## src/rtl/spi_cmd_ctrl.sv

```systemverilog
// spi_cmd_ctrl: SPI slave command sequencer. Synchronizes the slave's byte-done
// toggle and chip select into clk, parses command/address/data bytes and drives
// a single-port memory request/acknowledge interface.
module spi_cmd_ctrl #(
    parameter int unsigned ADDR_W = 24
) (
    input  logic              clk,
    input  logic              rst_n,
    input  logic              cs,
    input  logic              spi_finished,
    input  logic [7:0]        spi_in_byte,
    output logic [7:0]        spi_out_byte,
    output logic              mem_req,
    output logic              mem_we,
    output logic [ADDR_W-1:0] mem_addr,
    output logic [7:0]        mem_wdata,
    input  logic              mem_ack,
    input  logic [7:0]        mem_rdata,
    output logic              busy,
    output logic              err
);

    localparam int unsigned SPI_ADDR_W = 24;

    localparam logic [7:0] CMD_WRITE  = 8'h02;
    localparam logic [7:0] CMD_READ   = 8'h03;
    localparam logic [7:0] CMD_STATUS = 8'h05;

    typedef enum logic [3:0] {
        S_IDLE,
        S_ADDR2,
        S_ADDR1,
        S_ADDR0,
        S_WR_DATA,
        S_WR_MEM,
        S_RD_MEM,
        S_RD_DATA,
        S_STAT,
        S_DISCARD
    } state_t;

    state_t r_state;
    state_t w_state_nxt;

    logic r_cs_meta;
    logic r_cs_sync;
    logic r_fin_meta;
    logic r_fin_sync;
    logic r_fin_prev;
    logic r_byte_valid;
    logic [7:0] r_byte;

    logic              r_mem_req;
    logic              r_mem_we;
    logic [ADDR_W-1:0] r_mem_addr;
    logic [7:0]        r_mem_wdata;
    logic [7:0]        r_out_byte;
    logic              r_err;
    logic              r_ovr;
    logic              r_busy;
    logic              r_is_write;
    logic [15:0]       r_addr_hi;

    logic              w_req_nxt;
    logic              w_we_nxt;
    logic [ADDR_W-1:0] w_addr_nxt;
    logic [7:0]        w_wdata_nxt;
    logic [7:0]        w_out_nxt;
    logic              w_err_nxt;
    logic              w_ovr_nxt;
    logic              w_is_write_nxt;
    logic [15:0]       w_addr_hi_nxt;

    logic                  w_bv;
    logic                  w_ack;
    logic [ADDR_W-1:0]     w_addr_inc;
    logic [SPI_ADDR_W-1:0] w_addr_full;

    // Two-flop synchronizers plus a registered edge detect on the byte-done toggle
    always_ff @(posedge clk or negedge rst_n) begin
        if (!rst_n) begin
            r_cs_meta    <= 1'b1;
            r_cs_sync    <= 1'b1;
            r_fin_meta   <= 1'b0;
            r_fin_sync   <= 1'b0;
            r_fin_prev   <= 1'b0;
            r_byte_valid <= 1'b0;
            r_byte       <= 8'h00;
        end else begin
            r_cs_meta    <= cs;
            r_cs_sync    <= r_cs_meta;
            r_fin_meta   <= spi_finished;
            r_fin_sync   <= r_fin_meta;
            r_fin_prev   <= r_fin_sync;
            r_byte_valid <= r_fin_sync ^ r_fin_prev;
            if (r_fin_sync ^ r_fin_prev) begin
                r_byte <= spi_in_byte;
            end
        end
    end

    // Bytes seen while deselected (including the cs-rise cycle) are dropped
    assign w_bv        = r_byte_valid & ~r_cs_sync;
    assign w_ack       = mem_ack & r_mem_req;
    assign w_addr_inc  = r_mem_addr + ADDR_W'(1);
    assign w_addr_full = {r_addr_hi, r_byte};

    // State register
    always_ff @(posedge clk or negedge rst_n) begin
        if (!rst_n) begin
            r_state <= S_IDLE;
        end else begin
            r_state <= w_state_nxt;
        end
    end

    // Next-state and next-output decode
    always_comb begin
        w_state_nxt    = r_state;
        w_req_nxt      = r_mem_req;
        w_we_nxt       = r_mem_we;
        w_addr_nxt     = r_mem_addr;
        w_wdata_nxt    = r_mem_wdata;
        w_out_nxt      = r_out_byte;
        w_err_nxt      = r_err;
        w_ovr_nxt      = r_ovr;
        w_is_write_nxt = r_is_write;
        w_addr_hi_nxt  = r_addr_hi;

        if (r_cs_sync) begin
            // Deselect: finish an outstanding request before returning to idle
            if (r_mem_req) begin
                if (w_ack) begin
                    w_req_nxt   = 1'b0;
                    w_addr_nxt  = w_addr_inc;
                    w_state_nxt = S_IDLE;
                    if (!r_mem_we) begin
                        w_out_nxt = mem_rdata;
                    end
                end
            end else begin
                w_state_nxt = S_IDLE;
            end
        end else begin
            case (r_state)
                S_IDLE: begin
                    if (w_bv) begin
                        case (r_byte)
                            CMD_WRITE: begin
                                w_is_write_nxt = 1'b1;
                                w_state_nxt    = S_ADDR2;
                            end
                            CMD_READ: begin
                                w_is_write_nxt = 1'b0;
                                w_state_nxt    = S_ADDR2;
                            end
                            CMD_STATUS: begin
                                w_out_nxt   = {5'b0, r_ovr, r_err, 1'b1};
                                w_ovr_nxt   = 1'b0;
                                w_err_nxt   = 1'b0;
                                w_state_nxt = S_STAT;
                            end
                            default: begin
                                w_err_nxt   = 1'b1;
                                w_state_nxt = S_DISCARD;
                            end
                        endcase
                    end
                end
                S_ADDR2: begin
                    if (w_bv) begin
                        w_addr_hi_nxt = {r_byte, r_addr_hi[7:0]};
                        w_state_nxt   = S_ADDR1;
                    end
                end
                S_ADDR1: begin
                    if (w_bv) begin
                        w_addr_hi_nxt = {r_addr_hi[15:8], r_byte};
                        w_state_nxt   = S_ADDR0;
                    end
                end
                S_ADDR0: begin
                    if (w_bv) begin
                        w_addr_nxt = w_addr_full[ADDR_W-1:0];
                        if (r_is_write) begin
                            w_state_nxt = S_WR_DATA;
                        end else begin
                            w_req_nxt   = 1'b1;
                            w_we_nxt    = 1'b0;
                            w_state_nxt = S_RD_MEM;
                        end
                    end
                end
                S_WR_DATA: begin
                    if (w_bv) begin
                        w_wdata_nxt = r_byte;
                        w_req_nxt   = 1'b1;
                        w_we_nxt    = 1'b1;
                        w_state_nxt = S_WR_MEM;
                    end
                end
                S_WR_MEM: begin
                    if (w_bv) begin
                        w_ovr_nxt = 1'b1;
                    end
                    if (w_ack) begin
                        w_req_nxt   = 1'b0;
                        w_addr_nxt  = w_addr_inc;
                        w_state_nxt = S_WR_DATA;
                    end
                end
                S_RD_MEM: begin
                    if (w_bv) begin
                        w_ovr_nxt = 1'b1;
                    end
                    if (w_ack) begin
                        w_req_nxt   = 1'b0;
                        w_out_nxt   = mem_rdata;
                        w_addr_nxt  = w_addr_inc;
                        w_state_nxt = S_RD_DATA;
                    end
                end
                S_RD_DATA: begin
                    if (w_bv) begin
                        w_req_nxt   = 1'b1;
                        w_we_nxt    = 1'b0;
                        w_state_nxt = S_RD_MEM;
                    end
                end
                S_STAT, S_DISCARD: begin
                end
                default: begin
                    w_state_nxt = S_IDLE;
                end
            endcase
        end
    end

    // Registered outputs and datapath
    always_ff @(posedge clk or negedge rst_n) begin
        if (!rst_n) begin
            r_mem_req   <= 1'b0;
            r_mem_we    <= 1'b0;
            r_mem_addr  <= '0;
            r_mem_wdata <= 8'h00;
            r_out_byte  <= 8'h00;
            r_err       <= 1'b0;
            r_ovr       <= 1'b0;
            r_busy      <= 1'b0;
            r_is_write  <= 1'b0;
            r_addr_hi   <= 16'h0000;
        end else begin
            r_mem_req   <= w_req_nxt;
            r_mem_we    <= w_we_nxt;
            r_mem_addr  <= w_addr_nxt;
            r_mem_wdata <= w_wdata_nxt;
            r_out_byte  <= w_out_nxt;
            r_err       <= w_err_nxt;
            r_ovr       <= w_ovr_nxt;
            r_busy      <= (w_state_nxt != S_IDLE);
            r_is_write  <= w_is_write_nxt;
            r_addr_hi   <= w_addr_hi_nxt;
        end
    end

    assign mem_req      = r_mem_req;
    assign mem_we       = r_mem_we;
    assign mem_addr     = r_mem_addr;
    assign mem_wdata    = r_mem_wdata;
    assign spi_out_byte = r_out_byte;
    assign err          = r_err;
    assign busy         = r_busy;

endmodule

```

## config.mk

```make
export PLATFORM = sky130hd
export DESIGN_NAME = spi_cmd_ctrl
export DESIGN_NICKNAME = d
export VERILOG_FILES = /design/src/rtl/spi_cmd_ctrl.sv
export SDC_FILE = /design/constraint.sdc
export NUM_CORES = 1
export LEC_CHECK = 0
export BUFFER_PORTS_ARGS = -buffer_cell sky130_fd_sc_hd__buf_4
export CAP_MARGIN = 20
export CORE_ASPECT_RATIO = 0.75
export CORE_MARGIN = 2
export CORE_UTILIZATION = 56
export CTS_CLUSTER_SIZE = 20
export DETAILED_ROUTE_END_ITERATION = 8
export PLACE_DENSITY = 0.76
export RECOVER_POWER = 50
export SETUP_SLACK_MARGIN = 0.1
export SYNTH_ARGS = -nofsm -noshare
export SYNTH_HDL_FRONTEND = slang
export SYNTH_SLANG_ARGS = --single-unit
```

## constraint.sdc

```tcl
create_clock -name clk -period 2.4 [get_ports clk]
set_input_delay 0.24 -clock clk [delete_from_list [all_inputs] [get_ports clk]]
set_output_delay 0.24 -clock clk [all_outputs]
set_load 0.05 [all_outputs]
```

Word-level counts from Yosys, hierarchy flattened
Index checks and enable logic that the tools add are counted.

Bitwise gates (word level): 7. Add/subtract/negate cells: 1. Multiplexer cells: 47. Eq/ne operators: 29. Reductions and logical operators: 22.

Operators with widths (number): 24-bit 2-to-1 mux (4); 8-bit 2-to-1 mux (8); 24-bit one-hot mux with 2 select lines (1); 4-bit 2-to-1 mux (11); 4-bit one-hot mux with 9 select lines (1); 16-bit one-hot mux with 2 select lines (1); 24-bit by 1-bit adder with 24-bit output (second input constant) (1); 4-bit by 3-bit == test with 1-bit output (second input constant) (4); 8-bit by 2-bit == test with 1-bit output (second input constant) (2); 16-bit 2-to-1 mux (1); 2-bit != test (second input constant) (8); 8-bit one-hot mux with 2 select lines (1); 4-bit AND reduction (4); 1-bit 2-to-1 mux (12); 3-bit != test (second input constant) (4); 5-bit AND reduction (2); 3-bit nonzero test (3); 4-bit by 2-bit == test with 1-bit output (second input constant) (2); 4-bit == test (second input constant) (2); 8-bit by 3-bit == test with 1-bit output (second input constant) (1); 4-bit one-hot mux with 2 select lines (1); 4-bit nonzero test (2); 2-bit OR reduction (4); 7-bit AND reduction (1); other kinds (13) (25).

Input bits: 21. Register bits after elaboration: 80. Output and inout port bits: 44. Logic and storage cells: 125.

Longest topological paths before layout
Gate-level depths: netlist of run 1.

Word-level depth: 7. Depth in mapped cells: 8. Mapped depth without buffers: 6.

Least setup slack after synthesis of run 1
Ideal clock, no wire load.

Path kind: flip-flop to flip-flop. Start: register r_mem_req, in the netlist mem_req. End: register r_busy, in the netlist busy. Stages on the path, launching flop included: 7. Setup slack: 0.214 ns. Arrival time: 2.048 ns. Library setup time: 0.138 ns. Path through: dfrtp_1 clkbuf_2 nand2_1 a22oi_1 o221ai_2 a221o_1 or4_1.

Word-level cells in the longest chain between the ends: 5.

RTL lines: start: declaration (RTL line 53) `logic r_mem_req;`; start signal: assignment (RTL line 253) `r_mem_req <= w_req_nxt;`; 1-bit bitwise AND (RTL line 104) `assign w_ack = mem_ack & r_mem_req;`; 4-bit 2-to-1 mux (on tied branches) (RTL line 216, 133, 206); 4-bit one-hot mux with 9 select lines or 4-bit 2-to-1 mux (tied branches) (RTL line 145, 132); 4-bit 2-to-1 mux * (RTL line 130) `if (r_cs_sync) begin`; via w_state_nxt[0] (RTL line 43) `state_t w_state_nxt;`; 4-bit nonzero test * (RTL line 260) `r_busy <= (w_state_nxt != S_IDLE);`; end signal: assignment (RTL line 260); end: declaration (RTL line 60) `logic r_busy;`.

The timed path passes the listed nets; every way through them passes the cells marked *. A chain may end at the register's enable or synchronous reset.

Worst setup path after layout of run 1
Start: register r_byte[4]. End: register r_busy, in the netlist busy.

Word-level cells in the longest chain between the ends: 7.

RTL lines: start: declaration (RTL line 51) `logic [7:0] r_byte;`; start signal: assignment (RTL line 97) `r_byte <= spi_in_byte;`; 8-bit by 2-bit == test with 1-bit output (RTL line 148) `case (r_byte)`; 2-bit OR reduction (no line); 4-bit one-hot mux with 2 select lines * (RTL line 148); 4-bit 2-to-1 mux * (RTL line 147) `if (w_bv) begin`; 4-bit one-hot mux with 9 select lines * (RTL line 145) `case (r_state)`; 4-bit 2-to-1 mux * (RTL line 130); via w_state_nxt[0] (RTL line 43); 4-bit nonzero test * (RTL line 260).

Marks and branches as above.

==> results of run 1 <==
## worst paths after layout
| check | startpoint | end | slack (ns) | cells past startpoint |
|---|---|---|---|---|
| min reg2reg | r_fin_meta | r_fin_sync | 0.35 | 0 |
| max | r_byte[4] | busy | 0.27 | 5 |
| max in group asynchronous | rst_n | r_addr_hi[11] | 1.07 | 3 |
| max reg2reg | r_byte[4] | busy | 0.27 | 5 |
| min in group asynchronous | rst_n | r_state[2] | 0.57 | 2 |
| min | mem_rdata[6] | spi_out_byte[6] | 0.10 | 2 |
## power by group
group / internal (mW) / switching (mW)
logic: 0.508 / 0.998
registers: 1.63 / 0.362
clock network: 0.489 / 0.517
## cell families (layout without fill, tap and decap cells)
group | after synthesis | in the layout | share of synthesized area
multiplexers | 24 | 24 | 0.0697
XOR/XNOR | 3 | 3 | 0.00678
flip-flops | 80 | 80 | 0.517
adder cells (fa/ha/maj) | 1 | 1 | 0.00323
AO/OA/AOI/OAI | 121 | 121 | 0.204
buffers and inverters | 28 | 100 | 0.0320
AND/OR/NAND/NOR | 124 | 124 | 0.167
## metal layers
| metal | global-route usage | vias up | wire [um] |
|---|---|---|---|
| met5 | 0 | - | 0 |
| met4 | 0.0699 | 0 | 98 |
| met3 | 0.0587 | 11 | 769 |
| met2 | 0.391 | 158 | 4250 |
| met1 | 0.415 | 1694 | 4700 |
| li1 | - | 1565 | - |
## timing repair
action	4_1_cts	5_1_grt
hold endpoints to repair	38	0
hold buffers	3	0
setup buffers	0	0
setup endpoints to repair	0	1
resized for setup	0	1
## layout by cell type, fill, tap and decap left out, drive strengths merged, types with 3 or more instances in the layout
cell | Yosys | final
o22ai | 12 | 12
clkbuf | 16 | 28
xor2 | 3 | 3
a2bb2oi | 10 | 10
dlygate4sd3 | 0 | 3
a311oi | 3 | 3
inv | 5 | 7
and4 | 3 | 3
buf | 7 | 57
clkinv | 0 | 3
nand4 | 11 | 11
nand2 | 41 | 41
nor2b | 4 | 4
o21ai | 27 | 27
a22o | 7 | 7
mux2 | 24 | 24
and3 | 7 | 7
dfrtp | 78 | 78
a211oi | 3 | 3
a21oi | 37 | 37
nor3 | 7 | 7
nor4 | 3 | 3
nand3 | 14 | 14
and2 | 3 | 3
nor2 | 17 | 17
a21o | 3 | 3
## flip-flops by register name, summed over array words and instances (netlist names), 4 cells and up
name,cells
mem_addr,24
r_addr_hi,16
mem_wdata,8
r_byte,8
spi_out_byte,8
r_state,4
## cell type report
cell class	instances	area (um^2)	area share
Clock inverter	7	77.6	0.0167
Clock buffer	9	124	0.0267
Multi-Input combinational cell	273	1750	0.376
Tap cell	84	105	0.0226
Inverter	5	18.8	0.00404
Sequential cell	80	2010	0.432
Timing Repair Buffer	79	563	0.121
## per-stage QoR
stage,utilization,instances
2_1_floorplan,-,381
3_3_place_gp,0.661,518
3_5_place_dp,0.661,518
4_1_cts,0.695,537
5_1_grt,0.686,537
6_report,0.686,537
## cell usage after synthesis, types with 3 or more instances
cell                         n  area share
sky130_fd_sc_hd__a211oi_1    3      0.0058
sky130_fd_sc_hd__a21o_1      3      0.0058
sky130_fd_sc_hd__a21oi_1    36       0.046
sky130_fd_sc_hd__a22o_1      7       0.016
sky130_fd_sc_hd__a2bb2oi_1  10       0.023
sky130_fd_sc_hd__a311oi_1    3      0.0068
sky130_fd_sc_hd__and3_1      7       0.011
sky130_fd_sc_hd__and4_1      3      0.0068
sky130_fd_sc_hd__buf_2       5      0.0065
sky130_fd_sc_hd__clkbuf_1   15       0.015
sky130_fd_sc_hd__dfrtp_1    78        0.50
sky130_fd_sc_hd__inv_1       5      0.0048
sky130_fd_sc_hd__mux2_2     24       0.070
sky130_fd_sc_hd__nand2_1    41       0.040
sky130_fd_sc_hd__nand3_1    14       0.018
sky130_fd_sc_hd__nand4_1    11       0.018
sky130_fd_sc_hd__nor2_1     17       0.016
sky130_fd_sc_hd__nor2b_1     4      0.0065
sky130_fd_sc_hd__nor3_1      7      0.0090
sky130_fd_sc_hd__nor4_1      3      0.0048
sky130_fd_sc_hd__o21ai_0    27       0.035
sky130_fd_sc_hd__o22ai_1    12       0.019
sky130_fd_sc_hd__xor2_1      3      0.0068
## critical path, cell delays in order (launching register included)
cell,delay [ns]
sky130_fd_sc_hd__dfrtp_1,0.44
sky130_fd_sc_hd__nor4_1,0.40
sky130_fd_sc_hd__nor3b_2,0.32
sky130_fd_sc_hd__nor2_1,0.10
sky130_fd_sc_hd__a221o_1,0.27
sky130_fd_sc_hd__or4_1,0.46
==> results.toml, run 1 <==
[yosys]
post_synth.cell_area_avg_um2 = 10.2
synth-seq-cells = 80
synth_enable_flop_cells = 0
synthesis.nets = 403
yosysSeqAreaShare = 0.517
post_synth_inst_count = 381
postSynth.topFlopCell = "sky130_fd_sc_hd__dfrtp_1"
cell_area_after_synthesis_mm2 = 0.00387
ys_async_sr_fraction = 1.00
synth.distinct_cells = 58
yosys_warnings = 0

[clocking]
clock-sinks = 80
ctsRootBufferMaster = "sky130_fd_sc_hd__clkbuf_8"
clock_insertion_delay_worst_skew_ns = 0.36
cts_tree = "built"
path_clk_slew_ns = 0.09
max-clock-path-buffers = 2
ctsHtreeMaxLevel = 3
cts_inserted_buffers = 9

[placed_design]
preCtsSetupSlack_ns = 0.287
hpwlAfterDp_um = 6840
place.gp.congestion = 0.877
io_buffer_count = 64
post_dp_cell_area_mm2 = 0.00447

[critical_path]
worstSetupEndpointType = "flop"
worstPathArrival_ns = 2.36
timing.critical_path.required_ns = 2.63
setup.worst_path.class = "flop to flop"
critical_path.startpoint_type = "flop"
maximum_fanout_encountered_on_the_critical_timing_path = 6

[floorplanning]
placeableCoreArea_mm2 = 0.00677
fp.dieH_um = 76.0
start_util = 0.573
die-width_um = 100
core_rows = 26
pin_count = 65
design.die.area_mm2 = 0.00761

[route]
viasPerCell = 6.38
drt_iter0_markers = 247
num_vias = 3428
wirelength_um = 9810
routed_wire_length_per_instance_um = 18.3
drt_pre_antenna_iters = 5
postRouteAntennaNets = 0
drc = 0

[global_route]
antenna_found_initial = 0
grt_overflow = 0
first_pass_grt_wire_length_um = 16000
grt_use_total = 0.270
grt_max_degree = 54
grt_pass1_vias = 3092

[layout]
diodes = 0
syn_to_final_growth_pct = 19.8
fillerInstances = 568
num-nets-final = 470
post-route-cell-area_mm2 = 0.00464
post_route_cells_drive_above_1_share = 0.247

[sta]
holdWs_ns = 0.101
fin_tns_setup_ns = 0
worst_slew_pin_slew_ns = 0.996
layout_worst_path_cycle_share = 0.887
clock-skew-final_ns = 0.0110
rsz0062_at_grt = "false"
timing_max_transition_violations_final = 0
final-setup-viol-count = 0
final-hold-violation-count = 0
setup_slack_ns = 0.271
slew_headroom = 0.336
finalWorstPathRequiredPeriod_ns = 2.13
timing.fmax_ghz = 0.470

[flow_run]
maxCapViolations = 0

[pwr]
design_power_total_mw = 4.50
leakagePower_nw = 2.08
p_per_area_mw_per_mm2 = 971
irDropWorstVdd_mv = 0.484

[min_path]
min-delay-path-class = "input pin to flop"

[outcome]
status = "finished clean"
(Power assumes the default switching activity.)
==> run 2, diff against run 1 <==
--- a/config.mk
+++ b/config.mk
@@ -5,14 +5,15 @@
 export SDC_FILE = /design/constraint.sdc
 export NUM_CORES = 1
 export LEC_CHECK = 0
+export ABC_AREA = 1
 export BUFFER_PORTS_ARGS = -buffer_cell sky130_fd_sc_hd__buf_4
 export CAP_MARGIN = 20
 export CORE_ASPECT_RATIO = 0.75
 export CORE_MARGIN = 2
-export CORE_UTILIZATION = 56
+export CORE_UTILIZATION = 57
 export CTS_CLUSTER_SIZE = 20
 export DETAILED_ROUTE_END_ITERATION = 8
-export PLACE_DENSITY = 0.76
+export PLACE_DENSITY = 0.77
 export RECOVER_POWER = 50
 export SETUP_SLACK_MARGIN = 0.1
 export SYNTH_ARGS = -nofsm -noshare
==> run 2 against run 1 <==
Effect of this change:
- utilization down 0.091 points
- synthesized cell count increased by 49%
- critical path type unchanged
- first-iteration DRC count grew 54%
- total power grew 3.6%
- combinational power increased by 14%
- via count increased by 17%
==> results.toml, run 2 <==
[sta]
timing_max_transition_violations_final = 0
fin_tns_setup_ns = 0
worst_slew_pin_slew_ns = 1.05
finalWorstPathRequiredPeriod_ns = 1.91
slew_headroom = 0.297
layout_worst_path_cycle_share = 0.795
final-hold-violation-count = 0
timing.fmax_ghz = 0.524
holdWs_ns = 0.0827
clock-skew-final_ns = 0.00965
final-setup-viol-count = 0
rsz0062_at_grt = "false"

[yosys]
cell_area_after_synthesis_mm2 = 0.00422
post_synth_inst_count = 566
yosys_warnings = 0
post-synth-top-area-fraction = 0.463
synth_most_common_cell = "sky130_fd_sc_hd__nand2_1"
ys_async_sr_fraction = 1.00
ys_top_cells_by_area = "sky130_fd_sc_hd__dfrtp_1 46%, sky130_fd_sc_hd__nand2_1 15%, sky130_fd_sc_hd__o21ai_0 6.5%"
synth_commonest_cells = "170 x sky130_fd_sc_hd__nand2_1, 78 x sky130_fd_sc_hd__dfrtp_1, 61 x sky130_fd_sc_hd__inv_1, 55 x sky130_fd_sc_hd__o21ai_0, 53 x sky130_fd_sc_hd__nor2_1"
postSynth.topFlopCell = "sky130_fd_sc_hd__dfrtp_1"
yosysTopAreaCell = "sky130_fd_sc_hd__dfrtp_1"
synth_enable_flop_cells = 0
yosysSeqAreaShare = 0.475
post_synth.cell_area_avg_um2 = 7.45
synthesis.nets = 588
synth-seq-cells = 80
synth.distinct_cells = 30

[placed_design]
dp_cells = 724
place.gp.congestion = 0.963
hpwlAfterDp_um = 7880
io_buffer_count = 64

[critical_path]
maximum_fanout_encountered_on_the_critical_timing_path = 23
worstPathArrival_ns = 2.17
setup.worst_path.class = "flop to flop"
worstSetupEndpointType = "flop"
reg2regPathDepth = 9
worst_r2r_startpoint = "r_state[3]"
timing.critical_path.required_ns = 2.67
critical_path.startpoint = "r_state[3]"
worst-r2r-setup-slack_ns = 0.49
terminus_of_the_critical_flop_to_flop_path = "mem_addr[16]"
critical_path.startpoint_type = "flop"

[clocking]
ctsHtreeMaxLevel = 3
max-clock-path-buffers = 2
post_cts.resized_instances = 0
cts_setup_buffers = 0
clock_insertion_delay_worst_skew_ns = 0.36
clock-sinks = 80
path_clk_slew_ns = 0.09
ctsRootBufferMaster = "sky130_fd_sc_hd__clkbuf_8"
cts_inserted_buffers = 9
ctsHoldBuffers = 3
cts_tree = "built"

[global_route]
grt_use_total = 0.290
grt_max_degree = 42
grt_pass1_vias = 3603
antenna_found_initial = 0
grt_overflow = 0
first_pass_grt_wire_length_um = 18100

[route]
drt_iter0_markers = 381
routed_wire_length_per_instance_um = 14.5
wirelength_um = 10800
viasPerCell = 5.39
drt_pre_antenna_iters = 5
postRouteAntennaNets = 0
drc = 0
num_vias = 4006

[floorplanning]
fp.dieH_um = 78.5
die-width_um = 103
design.die.area_mm2 = 0.00811
pin_count = 65
start_util = 0.581
core_rows = 27
placeableCoreArea_mm2 = 0.00726

[flow_run]
maxCapViolations = 0

[min_path]
worstHoldStart = "spi_in_byte[4]"
min_delay_path_depth = 3
min-delay-path-class = "input pin to flop"
min_delay_worst_endpoint = "r_byte[4]"

[layout]
num-nets-final = 659
post_route_cells_drive_above_1_share = 0.156
utilization = 0.685
diodes = 0
syn_to_final_growth_pct = 17.9
instances_no_fill = 743
final_common_cell = "sky130_fd_sc_hd__nand2_1"
largest_register_ffs = 24
layout.cells.most_common_list = "170 x sky130_fd_sc_hd__nand2_1, 78 x sky130_fd_sc_hd__dfrtp_1, 61 x sky130_fd_sc_hd__inv_1, 58 x sky130_fd_sc_hd__buf_4, 55 x sky130_fd_sc_hd__o21ai_0"

[pwr]
p_per_area_mw_per_mm2 = 938
leakagePower_nw = 2.50
irDropWorstVdd_mv = 0.639
design_power_total_mw = 4.67

[outcome]
status = "finished clean"
[run 2: per-stage QoR]
| stage | worst slack (ns) | area, um^2 |
|---|---|---|
| 2_1_floorplan | 0.558 | 4220 |
| 6_report | 0.491 | 4970 |
| 3_5_place_dp | 0.547 | 4810 |
| 4_1_cts | 0.538 | 5030 |
| 3_3_place_gp | 0.574 | 4810 |
| 5_1_grt | 0.293 | 4970 |
[run 2: cell families after synthesis]
kind of cell / synth area share
compound gates: 0.123
xor+xnor: 0.0104
fa+ha+maj: 0.00297
buf+inv: 0.0786
flops: 0.475
mux: 0.00475
simple gates: 0.305
[run 2: critical path, stage by stage (launching register included)]
cell and delay (ns):
sky130_fd_sc_hd__dfrtp_1 0.48, sky130_fd_sc_hd__nor2_4 0.25, sky130_fd_sc_hd__nand3_2 0.14, sky130_fd_sc_hd__nand2_2 0.34, sky130_fd_sc_hd__buf_4 0.31, sky130_fd_sc_hd__nand2_1 0.09, sky130_fd_sc_hd__nand2_1 0.06, sky130_fd_sc_hd__nand2_1 0.05
sky130_fd_sc_hd__nand2_1 0.05, sky130_fd_sc_hd__inv_1 0.03
[run 2: power by group]
group | switching, mW | total, mW | internal, mW
clock network | 0.551 | 0.981 | 0.430
registers | 0.291 | 1.96 | 1.67
logic | 1.24 | 1.72 | 0.481
[run 2: worst max path at each step]
stage	to	slack, ns	cells past startpoint
after floorplan	mem_addr[18]	0.56	10
after global placement	busy	0.57	8
after detailed placement	mem_addr[16]	0.55	8
after CTS	mem_addr[16]	0.54	8
after global routing	r_addr_hi[0]	0.29	3
final	mem_addr[16]	0.49	9
[run 2: layer usage]
metal  wire length, um  share of wire  vias to the layer above  global-route usage
met5                 0              0                        -                   0
met4               124          0.012                        0              0.0737
met3               973          0.091                       13              0.0721
met2              4360           0.41                      180               0.394
met1              5300           0.49                     1857               0.459
li1                  -              -                     1956                   -
[run 2: layout make-up]
class / instances / area, um^2
Inverter: 64 / 240
Fill cell: 637 / 2290
Timing Repair Buffer: 75 / 528
Sequential cell: 80 / 2000
Clock inverter: 6 / 56.3
Tap cell: 101 / 126
Multi-Input combinational cell: 407 / 1880
Clock buffer: 10 / 138
